File: config.mk
export PLATFORM = sky130hd
export DESIGN_NAME = fht_loader
export DESIGN_NICKNAME = d
export VERILOG_FILES = /design/src/rtl/fht_loader.sv
export SDC_FILE = /design/constraint.sdc
export NUM_CORES = 1
export LEC_CHECK = 0
export CORE_ASPECT_RATIO = 1.1
export CORE_MARGIN = 2
export CORE_UTILIZATION = 45
export CTS_CLUSTER_DIAMETER = 150
export DETAILED_ROUTE_END_ITERATION = 10
export DONT_BUFFER_PORTS = 1
export PLACE_DENSITY = 0.67
export SYNTH_ARGS = -nofsm -noshare
export SYNTH_HDL_FRONTEND = slang
export SYNTH_SLANG_ARGS = --single-unit
File: constraint.sdc
create_clock -name iCLK -period 2.3 [get_ports iCLK]
set_input_delay 0.23 -clock iCLK [delete_from_list [all_inputs] [get_ports iCLK]]
set_output_delay 0.23 -clock iCLK [all_outputs]
set_load 0.01 [all_outputs]
File: src/rtl/fht_loader.sv
// Input stage for the FHT core: gathers a frame of 4*2^A_BIT samples from a valid/ready stream,
// scatters them over the core's four RAM banks, strobes START and waits for the core to finish.
module fht_loader #(
    parameter int D_BIT   = 16,
    parameter int A_BIT   = 8,
    parameter int BIT_REV = 1
) (
    input  logic             iCLK,
    input  logic             iRESET,
    input  logic             iVALID,
    input  logic [D_BIT-1:0] iSAMPLE,
    output logic             oREADY,
    output logic [3:0]       oWE,
    output logic [D_BIT-1:0] oDATA,
    output logic [A_BIT-1:0] oADDR_WR,
    output logic             oSTART,
    input  logic             iFHT_RDY,
    input  logic             iCLR_OVF,
    output logic             oOVF,
    output logic             oBUSY,
    output logic [15:0]      oFRAME_CNT
);

    localparam int N_BIT = A_BIT + 2;

    typedef enum logic [1:0] {LOAD, FIRE, ARM, WAIT} state_t;

    state_t             state_q, state_d;
    logic [N_BIT-1:0]   n_q, n_d;
    logic [3:0]         we_q, we_d;
    logic [D_BIT-1:0]   data_q, data_d;
    logic [A_BIT-1:0]   addr_q, addr_d;
    logic               ovf_q, ovf_d;
    logic [15:0]        frame_cnt_q, frame_cnt_d;
    logic               rdy_prev_q, rdy_prev_d;

    logic [N_BIT-1:0]   n_rev;
    logic [N_BIT-1:0]   idx;
    logic               xfer;

    for (genvar gi = 0; gi < N_BIT; gi++) begin : g_rev
        assign n_rev[gi] = n_q[N_BIT-1-gi];
    end

    assign idx = (BIT_REV != 0) ? n_rev : n_q;

    // Ready is gated by the reset input so it reads 0 while the block is held in reset.
    assign oREADY     = (state_q == LOAD) && iRESET;
    assign xfer       = iVALID && oREADY;
    assign oSTART     = (state_q == ARM);
    assign oBUSY      = (state_q == ARM) || (state_q == WAIT);
    assign oWE        = we_q;
    assign oDATA      = data_q;
    assign oADDR_WR   = addr_q;
    assign oOVF       = ovf_q;
    assign oFRAME_CNT = frame_cnt_q;

    always_comb begin
        state_d     = state_q;
        n_d         = n_q;
        we_d        = 4'b0000;
        data_d      = data_q;
        addr_d      = addr_q;
        frame_cnt_d = frame_cnt_q;
        rdy_prev_d  = iFHT_RDY;

        case (state_q)
            LOAD: begin
                if (xfer) begin
                    we_d   = 4'b0001 << idx[1:0];
                    addr_d = idx[N_BIT-1:2];
                    data_d = iSAMPLE;
                    if (n_q == {N_BIT{1'b1}}) begin
                        n_d     = '0;
                        state_d = FIRE;
                    end else begin
                        n_d = n_q + N_BIT'(1);
                    end
                end
            end
            FIRE: begin
                state_d     = ARM;
                frame_cnt_d = frame_cnt_q + 16'd1;
            end
            ARM: begin
                state_d = WAIT;
            end
            WAIT: begin
                // Core RDY may still be high from the previous frame; only a fresh rise counts.
                if (iFHT_RDY && !rdy_prev_q) begin
                    state_d = LOAD;
                end
            end
            default: begin
                state_d = LOAD;
            end
        endcase

        if (iVALID && !oREADY) begin
            ovf_d = 1'b1;
        end else if (iCLR_OVF) begin
            ovf_d = 1'b0;
        end else begin
            ovf_d = ovf_q;
        end
    end

    always_ff @(posedge iCLK or negedge iRESET) begin
        if (!iRESET) begin
            state_q     <= LOAD;
            n_q         <= '0;
            we_q        <= '0;
            data_q      <= '0;
            addr_q      <= '0;
            ovf_q       <= 1'b0;
            frame_cnt_q <= '0;
            rdy_prev_q  <= 1'b0;
        end else begin
            state_q     <= state_d;
            n_q         <= n_d;
            we_q        <= we_d;
            data_q      <= data_d;
            addr_q      <= addr_d;
            ovf_q       <= ovf_d;
            frame_cnt_q <= frame_cnt_d;
            rdy_prev_q  <= rdy_prev_d;
        end
    end

endmodule

==> flow_summary.json <==
{
  "rsz0062_at_grt": "no",
  "postRouteAntennaNets": 0,
  "yosysSeqAreaShare": 0.596,
  "period_minus_slack_ns": 1.99,
  "firstDrtPassIters": 4,
  "synth_cell_types": 33,
  "grt_pass1_wl_mm": 7.21,
  "dp_slack_ns": 0.346,
  "synthArstFlopShare": 1.00,
  "critical_path_arrival_ns": 2.19,
  "synth_top_area_frac": 0.596,
  "ys_top_cells_by_area": "dfrtp_1 60%, nand2_1 13%, xnor2_1 5.4%",
  "path_max_fanout": 15,
  "cts_made_buffers": 9,
  "path_cells": "inv_1, ha_1, nand3_2, nor3b_2, o21ai_1, mux2_1",
  "cp_slowest_cell": "dfrtp_1",
  "max_slew_margin": 0.787,
  "antenna_found_initial": 0,
  "p_per_area_nw_per_um2": 839,
  "p_leak_nw": 1.39,
  "wl_per_cell_um": 13.7,
  "grtUsageTotal": 0.160,
  "cts_sinks": 58,
  "outcome": "completed",
  "grt_max_degree": 59,
  "gp_congestion": 0.807,
  "synth_edf_count": 0,
  "cap_violations": 0,
  "syn_avg_cell_area_um2": 10.1,
  "setup_ws_ns": 0.314,
  "vias": 1635,
  "drv_slew": 0,
  "dpl_cell_area_um2": 2520,
  "finish.utilization": 0.530,
  "postSynthCellCount": 241,
  "p_sw_frac": 0.265,
  "worstHoldPathCells": 2,
  "die_w_um": 74.1,
  "fin_crit_sh": 0.864,
  "path_clk_slew_ns": 0.07,
  "syn_to_final_growth_pct": 15.1,
  "p_int_w": 0.00173,
  "grt_pass1_vias": 1531,
  "fin_setup_tns_ns": 0,
  "syn-num-nets": 268,
  "seq_power_share": 0.536,
  "hold_viol": 0,
  "fmax_ghz": 0.503,
  "viasPerCell": 4.90,
  "worstSetupPathType": "register to register",
  "design.die.area_um2": 6020,
  "synth-seq-cells": 58,
  "skew_ns": 0.00581,
  "root_buffer": "clkbuf_8",
  "start_util": 0.460,
  "tightest_slew_ns": 0.319,
  "synth_flop_cell": "dfrtp_1",
  "yosysMostFrequentCell": "nand2_1",
  "cp-end-kind": "register",
  "synth_top_cell_by_area": "dfrtp_1",
  "port_buffers": 0,
  "row_count": 28,
  "final_nets": 281,
  "cts_buffer_depth": 2,
  "peakVddDrop_uv": 295,
  "total_power_w": 0.00235,
  "crit_required_ns": 2.50,
  "slowest_delay_ns": 0.41,
  "fin_area_um2": 2800,
  "die_h_um": 81.1,
  "rr_worst_depth": 6,
  "p_sw_w": 0.000623,
  "setup_viol": 0,
  "wirelength_mm": 4.58,
  "yosysWarnings": 0,
  "combPwrFrac": 0.076,
  "htreeDepth": 3,
  "cts_tree": "yes",
  "grt-ovfl-total": 0,
  "antenna_cells": 0,
  "dp_hpwl_mm": 3.07,
  "setup.reg_to_reg.worst_slack_ns": 0.31,
  "drc": 0,
  "clk_latency_ns": 0.33,
  "worstSetupStartpointType": "register",
  "io_pins": 69,
  "hold_class": "input port to register",
  "synth_commonest_cells": "82 x nand2_1, 58 x dfrtp_1, 15 x xnor2_1, 10 x nand3_1, 10 x nor2_1",
  "drt_iter0_drc": 60,
  "syn_area_um2": 2430,
  "coreArea_um2": 5290,
  "drive_gt1_frac": 0.0888,
  "clock_power_share": 0.388
}
==> per-stage QoR <==
step	cells	hold slack [ns]
after floorplan	241	-0.0656
after global placement	311	-0.0644
after detailed placement	311	-0.0640
after CTS	334	0.00136
after global routing	334	0.000406
final	334	0.0126
==> cell families (layout without fill, tap and decap cells) <==
logic type / count (synthesis) / in the layout / synth area share
adder cells (fa/ha/maj): 6 / 6 / 0.0308
XOR/XNOR: 21 / 21 / 0.0755
buffers and inverters: 15 / 33 / 0.0236
multiplexers: 2 / 2 / 0.00925
AO/OA/AOI/OAI: 10 / 10 / 0.0257
flip-flops: 58 / 58 / 0.596
AND/OR/NAND/NOR: 129 / 129 / 0.239
==> flip-flops by register name (all words and copies together) (netlist names) <==
register / flops
oOVF: 1
oDATA: 16
oWE: 4
oFRAME_CNT: 16
oADDR_WR: 8
rdy_prev_q: 1
n_q: 10
state_q: 2
==> critical path, delay by kind of cell, from the launching register on <==
kind                       cells  cell delay [ns]
muxes                          1             0.32
AOI/OAI and AO/OA              1             0.12
DFF                            1             0.41
buffers and inverters          1             0.12
adders and majority gates      1             0.27
and+or+nand+nor                2             0.63
==> cell usage in the layout (no fill, tap or decap), types with 2 or more instances in the layout <==
cell,n
buf_4,3
nand4_1,7
nor2_1,10
dfrtp_1,58
inv_1,7
dlygate4sd3_1,6
or2_1,2
nand2_1,82
nand3_1,10
clkbuf_8,10
nor3_1,2
nor3b_1,2
o21ai_0,3
nand2b_1,2
xor2_1,6
and3_1,4
and4_1,3
clkinv_2,3
xnor2_1,15
ha_1,6
==> path summary, 6_finish.rpt <==
kind / endpoint / start
setup / recovery: state_q[1] / state_q[0]
hold / removal: oDATA[3] / iSAMPLE[3]
setup reg to reg: state_q[1] / state_q[0]
hold reg to reg: n_q[6] / n_q[6]
max in group asynchronous: oADDR_WR[3] / iRESET
min in group asynchronous: oFRAME_CNT[3] / iRESET
==> layout make-up <==
| class | count | area (um^2) |
|---|---|---|
| fill | 470 | 2490 |
| sequential | 58 | 1450 |
| multi-input combinational | 168 | 926 |
| clock buffer | 11 | 141 |
| timing repair buffer | 10 | 110 |
| tap | 75 | 93.8 |
| clock inverter | 5 | 53.8 |
| inverter | 7 | 26.3 |
==> metal layers <==
layer | share of wire | vias up | GRT usage
met5 | 0 | - | 0
met3 | 0.078 | 9 | 0.0670
met1 | 0.44 | 769 | 0.201
met4 | 0.019 | 0 | 0.0709
li1 | - | 809 | -
met2 | 0.46 | 48 | 0.242
==> power groups by stage <==
stage               combinational [W]  clock (W)  sequential, W
CTS                          0.000184   0.000939        0.00126
finish                       0.000179   0.000913        0.00126
floorplan                    0.000120          0        0.00125
global placement             0.000142          0        0.00127
detailed placement           0.000149          0        0.00128
global route                 0.000211   0.000993        0.00127
==> repair_timing <==
action / CTS / global route
resized for setup: 0 / 0
setup buffers: 0 / 0
hold endpoints to repair: 63 / 0
setup endpoints to repair: 0 / 0
hold buffers: 7 / 0
Note: power is estimated with default switching activity, not from simulation.
